[src/rtl/vending_pkg.sv]
// vending_pkg
//   Shared definitions for the vending-machine datapath: coin values in
//   0.5-yuan units, the dispenser FSM state encoding, coin selector codes,
//   and the credit ceiling shared with the coin collector.
//   No ports (package).
package vending_pkg;

  localparam logic [7:0] COIN_TEN_UNITS  = 8'd20;
  localparam logic [7:0] COIN_ONE_UNITS  = 8'd2;
  localparam logic [7:0] COIN_HALF_UNITS = 8'd1;

  localparam int DEFAULT_MAX_AMOUNT = 30;

  typedef enum logic [2:0] {
    ST_IDLE   = 3'd0,
    ST_SELECT = 3'd1,
    ST_PULSE  = 3'd2,
    ST_GAP    = 3'd3,
    ST_DONE   = 3'd4
  } state_t;

  typedef enum logic [1:0] {
    COIN_NONE = 2'd0,
    COIN_TEN  = 2'd1,
    COIN_ONE  = 2'd2,
    COIN_HALF = 2'd3
  } coin_t;

  function automatic logic [7:0] coin_units(input coin_t c);
    case (c)
      COIN_TEN:  return COIN_TEN_UNITS;
      COIN_ONE:  return COIN_ONE_UNITS;
      COIN_HALF: return COIN_HALF_UNITS;
      default:   return 8'd0;
    endcase
  endfunction

endpackage

[src/rtl/coin_pulse_timer.sv]
// coin_pulse_timer
//   Down-counter shared by the coin-pulse and inter-coin gap phases. Loading
//   N-1 makes tc rise on the N-th cycle after the load edge.
// Ports:
//   clk       in   system clock
//   rst       in   asynchronous active-low reset
//   load      in   load load_val on the next rising edge
//   load_val  in   W  cycle count minus one
//   tc        out  terminal count (counter at zero)
module coin_pulse_timer #(
  parameter int W = 8
) (
  input  logic         clk,
  input  logic         rst,
  input  logic         load,
  input  logic [W-1:0] load_val,
  output logic         tc
);

  logic [W-1:0] count_q;

  always_ff @(posedge clk or negedge rst) begin
    if (!rst) begin
      count_q <= '0;
    end else if (load) begin
      count_q <= load_val;
    end else if (count_q != '0) begin
      count_q <= count_q - 1'b1;
    end
  end

  assign tc = (count_q == '0);

endmodule

[src/rtl/change_dispenser.sv]
// change_dispenser
//   Latches the customer's credit on a refund request and pays it out one
//   hopper pulse at a time, largest coin first.
//   Optional build macro: CHANGE_HALF_COIN_EN enables the 0.5-yuan coin so
//   odd credit is returned completely; without it coin_half is tied 0 and a
//   final single unit is reported through residue.
//
//   state  | meaning
//   IDLE   | waiting for a refund_req rising edge
//   SELECT | wait for hopper_ready, then pick the largest coin that fits
//   PULSE  | coin output held high for PULSE_CYCLES
//   GAP    | all coin outputs low for GAP_CYCLES
//   DONE   | one-cycle done pulse, residue reported
//
// Ports:
//   clk           in   system clock
//   rst           in   asynchronous active-low reset
//   refund_req    in   refund request (rising edge triggers)
//   amount_value  in   8  credit from collector, 0.5-yuan units
//   hopper_ready  in   hopper can accept a pulse
//   coin_ten      out  eject one 10-yuan coin
//   coin_one      out  eject one 1-yuan coin
//   coin_half     out  eject one 0.5-yuan coin (0 unless half coin enabled)
//   clear_credit  out  one-cycle pulse to zero the collector credit
//   busy          out  high from acceptance until back in IDLE
//   done          out  one-cycle pulse at end of dispensing
//   residue       out  undispensable credit remained; held until next accept
//   remaining     out  8  credit still to dispense
module change_dispenser
  import vending_pkg::*;
#(
  parameter int PULSE_CYCLES = 4,
  parameter int GAP_CYCLES   = 4,
  parameter int MAX_AMOUNT   = DEFAULT_MAX_AMOUNT
) (
  input  logic       clk,
  input  logic       rst,
  input  logic       refund_req,
  input  logic [7:0] amount_value,
  input  logic       hopper_ready,
  output logic       coin_ten,
  output logic       coin_one,
  output logic       coin_half,
  output logic       clear_credit,
  output logic       busy,
  output logic       done,
  output logic       residue,
  output logic [7:0] remaining
);

  localparam logic [7:0] MAX_U      = 8'(MAX_AMOUNT);
  localparam logic [7:0] PULSE_LOAD = 8'(PULSE_CYCLES - 1);
  localparam logic [7:0] GAP_LOAD   = 8'(GAP_CYCLES - 1);

  state_t     state, state_nxt;
  coin_t      coin_q, coin_nxt;
  logic       req_q;
  logic       req_rise;
  logic       accept;
  logic [7:0] remaining_q;
  logic [7:0] clamped;
  logic       clear_q;
  logic       busy_q;
  logic       residue_q;
  logic       timer_load;
  logic [7:0] timer_val;
  logic       timer_tc;

  // req_q tracks refund_req in every state, so a request held high across
  // the return to IDLE never looks like a fresh edge.
  assign req_rise = refund_req & ~req_q;
  assign accept   = (state == ST_IDLE) && req_rise && (amount_value != 8'd0);
  assign clamped  = (amount_value > MAX_U) ? MAX_U : amount_value;

  coin_pulse_timer #(.W(8)) u_timer (
    .clk      (clk),
    .rst      (rst),
    .load     (timer_load),
    .load_val (timer_val),
    .tc       (timer_tc)
  );

  always_ff @(posedge clk or negedge rst) begin
    if (!rst) begin
      state  <= ST_IDLE;
      coin_q <= COIN_NONE;
    end else begin
      state  <= state_nxt;
      coin_q <= coin_nxt;
    end
  end

  always_comb begin
    state_nxt  = state;
    coin_nxt   = coin_q;
    timer_load = 1'b0;
    timer_val  = 8'd0;
    coin_ten   = 1'b0;
    coin_one   = 1'b0;
    coin_half  = 1'b0;
    done       = 1'b0;
    case (state)
      ST_IDLE: begin
        if (req_rise) begin
          state_nxt = (amount_value != 8'd0) ? ST_SELECT : ST_DONE;
        end
      end
      ST_SELECT: begin
        if (hopper_ready) begin
          if (remaining_q >= COIN_TEN_UNITS) begin
            coin_nxt   = COIN_TEN;
            state_nxt  = ST_PULSE;
            timer_load = 1'b1;
            timer_val  = PULSE_LOAD;
          end else if (remaining_q >= COIN_ONE_UNITS) begin
            coin_nxt   = COIN_ONE;
            state_nxt  = ST_PULSE;
            timer_load = 1'b1;
            timer_val  = PULSE_LOAD;
`ifdef CHANGE_HALF_COIN_EN
          end else if (remaining_q == COIN_HALF_UNITS) begin
            coin_nxt   = COIN_HALF;
            state_nxt  = ST_PULSE;
            timer_load = 1'b1;
            timer_val  = PULSE_LOAD;
`endif
          end else begin
            coin_nxt  = COIN_NONE;
            state_nxt = ST_DONE;
          end
        end
      end
      ST_PULSE: begin
        coin_ten = (coin_q == COIN_TEN);
        coin_one = (coin_q == COIN_ONE);
`ifdef CHANGE_HALF_COIN_EN
        coin_half = (coin_q == COIN_HALF);
`endif
        if (timer_tc) begin
          state_nxt  = ST_GAP;
          timer_load = 1'b1;
          timer_val  = GAP_LOAD;
        end
      end
      ST_GAP: begin
        if (timer_tc) begin
          state_nxt = ST_SELECT;
        end
      end
      ST_DONE: begin
        done      = 1'b1;
        state_nxt = ST_IDLE;
      end
      default: begin
        state_nxt = ST_IDLE;
        coin_nxt  = COIN_NONE;
      end
    endcase
  end

  always_ff @(posedge clk or negedge rst) begin
    if (!rst) begin
      req_q       <= 1'b0;
      remaining_q <= 8'd0;
      clear_q     <= 1'b0;
      busy_q      <= 1'b0;
      residue_q   <= 1'b0;
    end else begin
      req_q   <= refund_req;
      clear_q <= accept;
      if (accept) begin
        remaining_q <= clamped;
        busy_q      <= 1'b1;
        residue_q   <= 1'b0;
      end else begin
        if ((state == ST_PULSE) && timer_tc) begin
          remaining_q <= remaining_q - coin_units(coin_q);
        end
        // Residue is judged on entry to DONE so it is valid alongside done.
        if ((state_nxt == ST_DONE) && (state != ST_DONE)) begin
          residue_q <= (remaining_q != 8'd0);
        end
        if (state == ST_DONE) begin
          busy_q <= 1'b0;
        end
      end
    end
  end

  assign clear_credit = clear_q;
  assign busy         = busy_q;
  assign residue      = residue_q;
  assign remaining    = remaining_q;

endmodule
[config.mk]
export PLATFORM = sky130hd
export DESIGN_NAME = change_dispenser
export DESIGN_NICKNAME = d
export VERILOG_FILES = /design/src/rtl/vending_pkg.sv /design/src/rtl/coin_pulse_timer.sv /design/src/rtl/change_dispenser.sv
export SDC_FILE = /design/constraint.sdc
export NUM_CORES = 1
export LEC_CHECK = 0
export CAP_MARGIN = 40
export CORE_UTILIZATION = 55
export CTS_BUF_LIST = sky130_fd_sc_hd__clkbuf_16
export DETAILED_ROUTE_END_ITERATION = 7
export GPL_TIMING_DRIVEN = 1
export PLACE_DENSITY = 0.84
export SETUP_SLACK_MARGIN = 0.2
export SLEW_MARGIN = 30
export SYNTH_ARGS = -nofsm -noshare
export SYNTH_HDL_FRONTEND = slang
export SYNTH_SLANG_ARGS = --single-unit
[constraint.sdc]
create_clock -name clk -period 4.6 [get_ports clk]
set_clock_uncertainty 0.1 [all_clocks]
set_input_delay 0.92 -clock clk [delete_from_list [all_inputs] [get_ports clk]]
set_output_delay 0.92 -clock clk [all_outputs]
set_load 0.1 [all_outputs]
# Word-level counts from Yosys, hierarchy flattened
# Index checks and enable logic that the tools add are counted.
# totals
reg_bits,25
output_inout_bits,15
input_bits,12
# classes
n_addsub,2
n_eq_ne,10
n_reduce_logical,15
muxes,37
order_cmp,3
n_bitwise,3
# op_table
operator,count
two-way mux 8 bit,7
nonzero test 8 bit,3
two-way mux 3 bit,7
case mux 5 bit (3 select lines),1
two-way mux 2 bit,7
case mux 3 bit (4 select lines),1
two-way mux 1 bit,11
greater-or-equal comparator 8 x 2 -> 1 bit (second input constant),1
greater-or-equal comparator 8 x 5 -> 1 bit (second input constant),1
> comparator 8 x 5 -> 1 bit (second input constant),1
logical NOT 8 bit,1
case mux 2 bit (2 select lines),2
nonzero test 2 bit,4
subtractor 8 x 1 -> 8 bit (second input constant),1
subtractor 8 bit,1
equality test 3 x 2 -> 1 bit (second input constant),2
equality test 3 bit (second input constant),2
equality test 2 bit (second input constant),2
logical AND 1 bit,4
OR reduction 4 bit,1
equality test 3 x 1 -> 1 bit (second input constant),1
logical NOT 3 bit,1
!= test 3 bit (second input constant),1
equality test 2 x 1 -> 1 bit (second input constant),1
5 further kinds,6

# Logic depth before layout (Yosys ltp)
# logic_depth
word_depth,9
ltp_mapped,8

# Cells and area by module
# Synthesis repeated with hierarchy kept, for this count alone.
# unflattened
hier_cells,179
area_unflattened_um2,1601.5
# modules_own_cells
mod,n_inst,area_each_um2,cells_per_inst,seq_area_each_um2
change_dispenser,1,1124.8,125,425.4
coin_pulse_timer,1,476.7,54,200.2

# Worst setup path after synthesis
# Ideal clock, no wire load.
# synth_timing
path_kind,register -> output
from,register state[2]
to,output port coin_ten
path_stages_with_launch,4
required_ns,3.580
t_arrival_ns,1.902
slack_ns,1.678
path_buffers,0
path_cell_list,dfrtp_1 > inv_1 > nand3_1 > nor2_1
# synth_between
elab_chain_cells,2
# synth_rtl
item,line_no,source
from (decl),change_dispenser.sv:55,"state_t state, state_nxt;"
from (signal assigned),change_dispenser.sv:88,state <= state_nxt;
equality test 3 x 2 -> 1 bit,change_dispenser.sv:102,case (state)
two-way mux 1 bit,change_dispenser.sv:102,
to (decl),change_dispenser.sv:41,"output logic coin_ten,"
# No other way between the ends.

# Final worst setup path
# layout_timing
from,register state[0]
to,output port done
# layout_between
elab_chain_cells,2
# layout_rtl
item,line_no,source
equality test 3 bit,change_dispenser.sv:102,
two-way mux 1 bit,change_dispenser.sv:102,
to (decl),change_dispenser.sv:46,"output logic done,"
# No other way between the ends.

==> flow_summary_export.csv <==
group,metric,value,unit
outcome,status,"completed",
final_layout,n_antenna_cell,0,
route,first_iter_violations,59,
die,die_y,52.8,um
clock_network,cts_tree,"built",
worst_setup_path,crit_start,"state[0]$_DFF_PN0_",
pwr,max-vdd-ir-drop,0.000562,V
placed_design,portBuffers,25,
route,wl_met3,174,um
grt,grt_max_degree,26,
final_layout,final_cell_area,1980,um^2
route,drtAntennaViolNets,0,
route,drc,0,
worst_setup_path,reg2reg_slack,1890,ps
pwr,p_comb_share,58.9,%
yosys,synthCells,158,
placed_design,dp_slack,1640,ps
timing,worst_pin_slew,645,ps
die,core,2450,um^2
worst_setup_path,crit_type,"flip-flop to output pin",
hold_path,whs_path_depth,1,
clock_network,cts.sinks,25,
die,die_x,52.8,um
final_layout,nNetsFinal,218,
timing,finalSetupViolCount,0,
pwr,clockPowerShare,13.6,%
yosys,syn-num-nets,177,
grt,grt_pass1_vias,1385,
timing,fmax,351,MHz
pwr,p_sw_share,48.8,%
placed_design,placed_cell_area,1900,um^2
final_layout,area_growth,39.7,%
yosys,ys_warn_count,0,
route,wl_met1,1470,um
worst_setup_path,slowest_delay,510,ps
grt,track_usage,30.3,%
worst_setup_path,crit_buf_inv,3,
route,dr.max_layer_used,"met4",
worst_setup_path,r2r_cells,7,
pwr,total_power,1.44,mW
timing,maxSlewHeadroom,57.0,%
placed_design,routabilityCongestion,0.888,
hold_path,holdPathEnd,"busy$_DFFE_PN0P_",
route,vias,1368,
hold_path,hold_class,"flip-flop to flip-flop",
timing,setup_tns,0,ps
worst_setup_path,end_kind,"output pin",
pwr,p_leak,0.855,nW
clock_network,clock_path_buffers,2,
pwr,p_int,0.738,mW
pwr,power_density,727,nW/um^2
timing,fin_ws,1750,ps
pwr,switchingPower,0.704,mW
die,die_area,2790,um^2
route,drt_wl_total,3670,um
grt,grt_pass1_wl,6020,um
grt,grt-ovfl-total,0,
die,start_util,57.8,%
yosys,mappedNetlistArea,1420,um^2
clock_network,cts_buffers,3,
job,cap_violations,0,
worst_setup_path,arrival,1830,ps
pwr,pwr-share-seq,27.5,%
route,met2RoutedLength,1950,um
worst_setup_path,r2r-end,"remaining[7]$_DFFE_PN0P_",
clock_network,clock-root-buffer,"clkbuf_16",
clock_network,holdBufCountCts,0,
die,fp-row-count,18,
worst_setup_path,path_cells,"nor2_1 -> nand2_1 -> inv_1 -> clkdlybuf4s50_1 -> buf_8",
yosys,ys_ff_latch,25,
grt,antenna_found_initial,0,
worst_setup_path,slowest_stage,"clkdlybuf4s50_1",
yosys,ys_seq_area_share,44.1,%
yosys,synthArstFlopShare,100,%
worst_setup_path,critPathTopFamily,"buffers and inverters",
route,vias_per_cell,6.00,
clock_network,htreeDepth,1,
worst_setup_path,startpoint_type,"flip-flop",
hold_path,hp-start,"busy$_DFFE_PN0P_",
worst_setup_path,required,3580,ps
clock_network,postCtsSetupBuffers,0,
clock_network,clk_pin_slew,70,ps
die,io_pins,27,
timing,slew_violations,0,
timing,period_share,62.0,%
worst_setup_path,r2r_start,"u_timer.count_q[0]$_DFFE_PN0P_",
yosys,synth_ff_type,"dfrtp_1",
timing,rsz0062_at_grt,"false",
clock_network,cts_resized,0,
timing,fin_crit,2850,ps
placed_design,dp_hpwl,2580,um
yosys,synth_cell_types,39,
clock_network,clk_latency,260,ps
route,routedWlPerCell,16.1,um
yosys,synth_edf_count,0,
final_layout,drive_gt1_share,12.1,%
yosys,avgSynthCellArea,8.99,um^2
worst_setup_path,path_max_fanout,7,
route,drt_first_pass_iters,4,
timing,hold_viol_final,0,
==> flip-flops by register name, summed over array words and instances, names as in the netlist <==
name             flops
remaining            8
busy                 1
coin_q               2
req_q                1
clear_credit         1
state                3
residue              1
u_timer.count_q      8
==> power by group through the flow <==
stage / logic (mW) / clock network [mW] / registers, mW
after global placement: 0.687 / 0 / 0.389
after detailed placement: 0.833 / 0 / 0.397
final: 0.849 / 0.196 / 0.397
after global routing: 0.901 / 0.205 / 0.410
after CTS: 0.847 / 0.196 / 0.395
after floorplan: 0.316 / 0 / 0.613
==> through the flow <==
step	utilization, %	instances	hold WS [ps]
after CTS	80.6	227	434
after global routing	80.8	228	456
after global placement	68.8	209	360
after detailed placement	77.3	223	405
after floorplan	-	158	393
final	80.8	228	437
==> worst reg2reg max path, cell delays in order (launching register included) <==
cell,delay [ps]
dfrtp_1,400
inv_1,110
ha_1,170
nor2b_1,200
nand4_1,490
or4_1,620
or3_1,350
a21oi_1,190
==> cells by family after synthesis <==
logic type               after synthesis  share of synthesized area [%]
flip-flops                            25                           44.1
buffers and inverters                 12                           3.52
adder cells (fa/ha/maj)                7                           6.70
other                                  1                          0.264
XOR/XNOR                               3                           1.85
multiplexers                           2                           1.41
AO/OA/AOI/OAI                         34                           16.0
AND/OR/NAND/NOR                       74                           26.2
==> per-layer routing <==
layer	GRT usage (%)	up-vias
li1	-	647
met1	34.4	659
met2	54.0	53
met3	5.80	9
met4	14.0	0
met5	0	-
==> synth_stat cells, drive strengths merged, types with 4 or more instances <==
master  instances  area (um^2)
inv             8         30.0
or3             4         25.0
dfrtp          25          626
nor3            7         40.0
nor4            4         25.0
nor2b           6         37.5
a21oi          10         50.1
nand2          14         52.6
nand3           7         35.0
ha              6         75.1
o21ai           4         20.0
nor2           22         82.6
==> final cells by class <==
type	instances	area [um^2]
timing repair buffer	40	460
clock inverter	1	7.51
multi-input combinational	121	748
clock buffer	3	75.1
sequential	25	626
tap	30	37.5
inverter	8	30.0
fill	143	470
==> worst max-delay path by stage <==
stage,endpoint,slack [ps],depth (start not counted)
3_5_place_dp,coin_q[1]$_DFFE_PN0P_,1640,5
4_1_cts,coin_one,1760,5
3_3_place_gp,coin_ten,1650,4
5_1_grt,coin_one,1630,5
6_report,done,1750,5
2_1_floorplan,coin_ten,1680,3
==> placed cells by master, fill, tap and decap left out, types with 4 or more instances in the layout <==
master | netlist | layout
dfrtp_1 | 25 | 25
clkdlybuf4s50_1 | 0 | 24
nor2_1 | 22 | 22
nand2_1 | 14 | 14
buf_8 | 0 | 14
a21oi_1 | 10 | 9
inv_1 | 8 | 8
nand3_1 | 7 | 7
nor2b_1 | 6 | 6
nor3_1 | 6 | 6
ha_1 | 6 | 6
nor4_1 | 4 | 4
or3_1 | 4 | 4
Note: power is estimated with default switching activity, not from simulation.
==> RTL change: new RTL, same flow settings <==
Make the reset (`rst`) synchronous in 3 clocked blocks. Comments in the files are not updated.
--- a/src/rtl/coin_pulse_timer.sv
+++ b/src/rtl/coin_pulse_timer.sv
@@ -19,7 +19,7 @@
 
   logic [W-1:0] count_q;
 
-  always_ff @(posedge clk or negedge rst) begin
+  always_ff @(posedge clk) begin
     if (!rst) begin
       count_q <= '0;
     end else if (load) begin
--- a/src/rtl/change_dispenser.sv
+++ b/src/rtl/change_dispenser.sv
@@ -80,7 +80,7 @@
     .tc       (timer_tc)
   );
 
-  always_ff @(posedge clk or negedge rst) begin
+  always_ff @(posedge clk) begin
     if (!rst) begin
       state  <= ST_IDLE;
       coin_q <= COIN_NONE;
@@ -158,7 +158,7 @@
     endcase
   end
 
-  always_ff @(posedge clk or negedge rst) begin
+  always_ff @(posedge clk) begin
     if (!rst) begin
       req_q       <= 1'b0;
       remaining_q <= 8'd0;
Formal check against the unedited RTL: differs if rst is asserted again (counterexample within 4 cycles, from zero or initial values and one cycle with rst low); with rst held inactive, the same outputs for 10 cycles.
==> RTL change against the original RTL <==
- cell area decreased by 2.4%
- synthesized area decreased by 2.6%
- sequential share of layout area fell by 5.7 points
- critical path depth is the same
- wire length is 1.7% higher
- sequential cell count unchanged
- worst setup slack got worse by 120 ps
- synthesized cell count is 5.7% higher
- critical endpoint is now coin_ten
Power is not compared: it rests on default switching activity, and its combinational part moved more than twofold at a synthesized area within 25%.
==> RTL change: results (changes against the original RTL) <==
Post-Route WL: 3730 microns (was 3670 microns)
CP peak stage delay: 530 ps (was 510 ps)
Post-Syn Area per Cell: 8.28 sq um (was 8.99 sq um)
Synth Area in Compound Gates: 15.0% (was 16.0%)
Mux cell area share after synthesis: 2.17% (was 1.41%)
Final HPWL from detailed placement: 2720 microns (was 2580 microns)
RePlAce Congestion: 0.896 (was 0.888)
Placement Cell Area: 0.00186 sq mm (was 0.00190 sq mm)
Number of global-route vias before repair: 1,408 (was 1,385)
Synth Area in XOR/XNOR: 1.90% (was 1.85%)
Avg WL per Cell: 15.9 microns (was 16.1 microns)
Pin count of the biggest net entering global routing: 15 (was 26)
Pre-CTS setup slack: 1520 ps (was 1640 ps)
Share of layout cells above drive strength 1: 11.2% (was 12.1%)
Area contributors post-synth: dfxtp_1 (36%), nor2_1 (7.1%), a21oi_1 (5.4%) (was dfrtp_1 (44%), nor2_1 (5.8%), ha_1 (5.3%))
All-Layer GR Usage: 32.0% (was 30.3%)
First-pass GRT wire length: 6240 microns (was 6020 microns)
Layout Nets: 226 (was 218)
Worst EP arrival: 1950 ps (was 1830 ps)
Seq/Total Area, Yosys: 36.2% (was 44.1%)
Yosys cell types: 44 (was 39)
Fill cells: 125 (was 143)
Design area: 0.00194 sq mm (was 0.00198 sq mm)
Routed vias/inst: 6.12 (was 6.00)
Commonest cells in the netlist: nor2_1 (26), dfxtp_1 (25), a21oi_1 (15) (was dfrtp_1 (25), nor2_1 (22), nand2_1 (14))
Fraction of registers with async set/reset: 0% (was 100%)
Worst slew pin tran: 714 ps (was 645 ps)
Post-Synth Adder-Cell Area: 6.88% (was 6.70%)
Status: finished, final reports clean (unchanged)
## RTL change: area by class of cell
type	instances	share of cell area [%]
multi-input cells	132	43.3
flip-flops and latches	25	25.8
repair buffers	39	23.8
clock buffers	3	3.88
well taps	28	1.81
inverters	6	1.16
clock inverters	1	0.194
## RTL change: logic make-up after synthesis
family / after synthesis
multiplexers: 3
buffers and inverters: 10
AND/OR/NAND/NOR: 84
other: 1
AO/OA/AOI/OAI: 34
flip-flops: 25
XOR/XNOR: 3
adder cells (fa/ha/maj): 7
## RTL change: worst register-to-register path, stage by stage (launching register included)
cell,delay [ps]
dfxtp_1,350
inv_1,110
ha_1,160
nor4b_4,330
nand3_2,310
or2_1,350
or4b_1,510
a21oi_1,150
## RTL change: path summary, 6_finish.rpt
kind | from | to | slack, ps | depth (start not counted)
setup / recovery | state[2] | coin_ten | 1630 | 5
hold / removal | busy | busy | 370 | 2
setup reg to reg | u_timer.count_q[0] | remaining[7] | 2160 | 7
hold reg to reg | busy | busy | 370 | 2
## RTL change: power by group through the flow
stage	Combinational (mW)	Sequential, mW	Clock [mW]
after global placement	0.325	0.300	0
final	0.372	0.302	0.191
after detailed placement	0.361	0.303	0
after global routing	0.414	0.308	0.199
after CTS	0.367	0.300	0.191
after floorplan	0.227	0.340	0
## RTL change: per-layer routing
layer / part of all wire (%) / vias up / track usage, %
met4: 1.3 / 0 / 11.4
met3: 6.3 / 6 / 7.31
met5: 0 / - / 0
li1: - / 674 / -
met1: 43 / 686 / 37.5
met2: 49 / 65 / 56.4
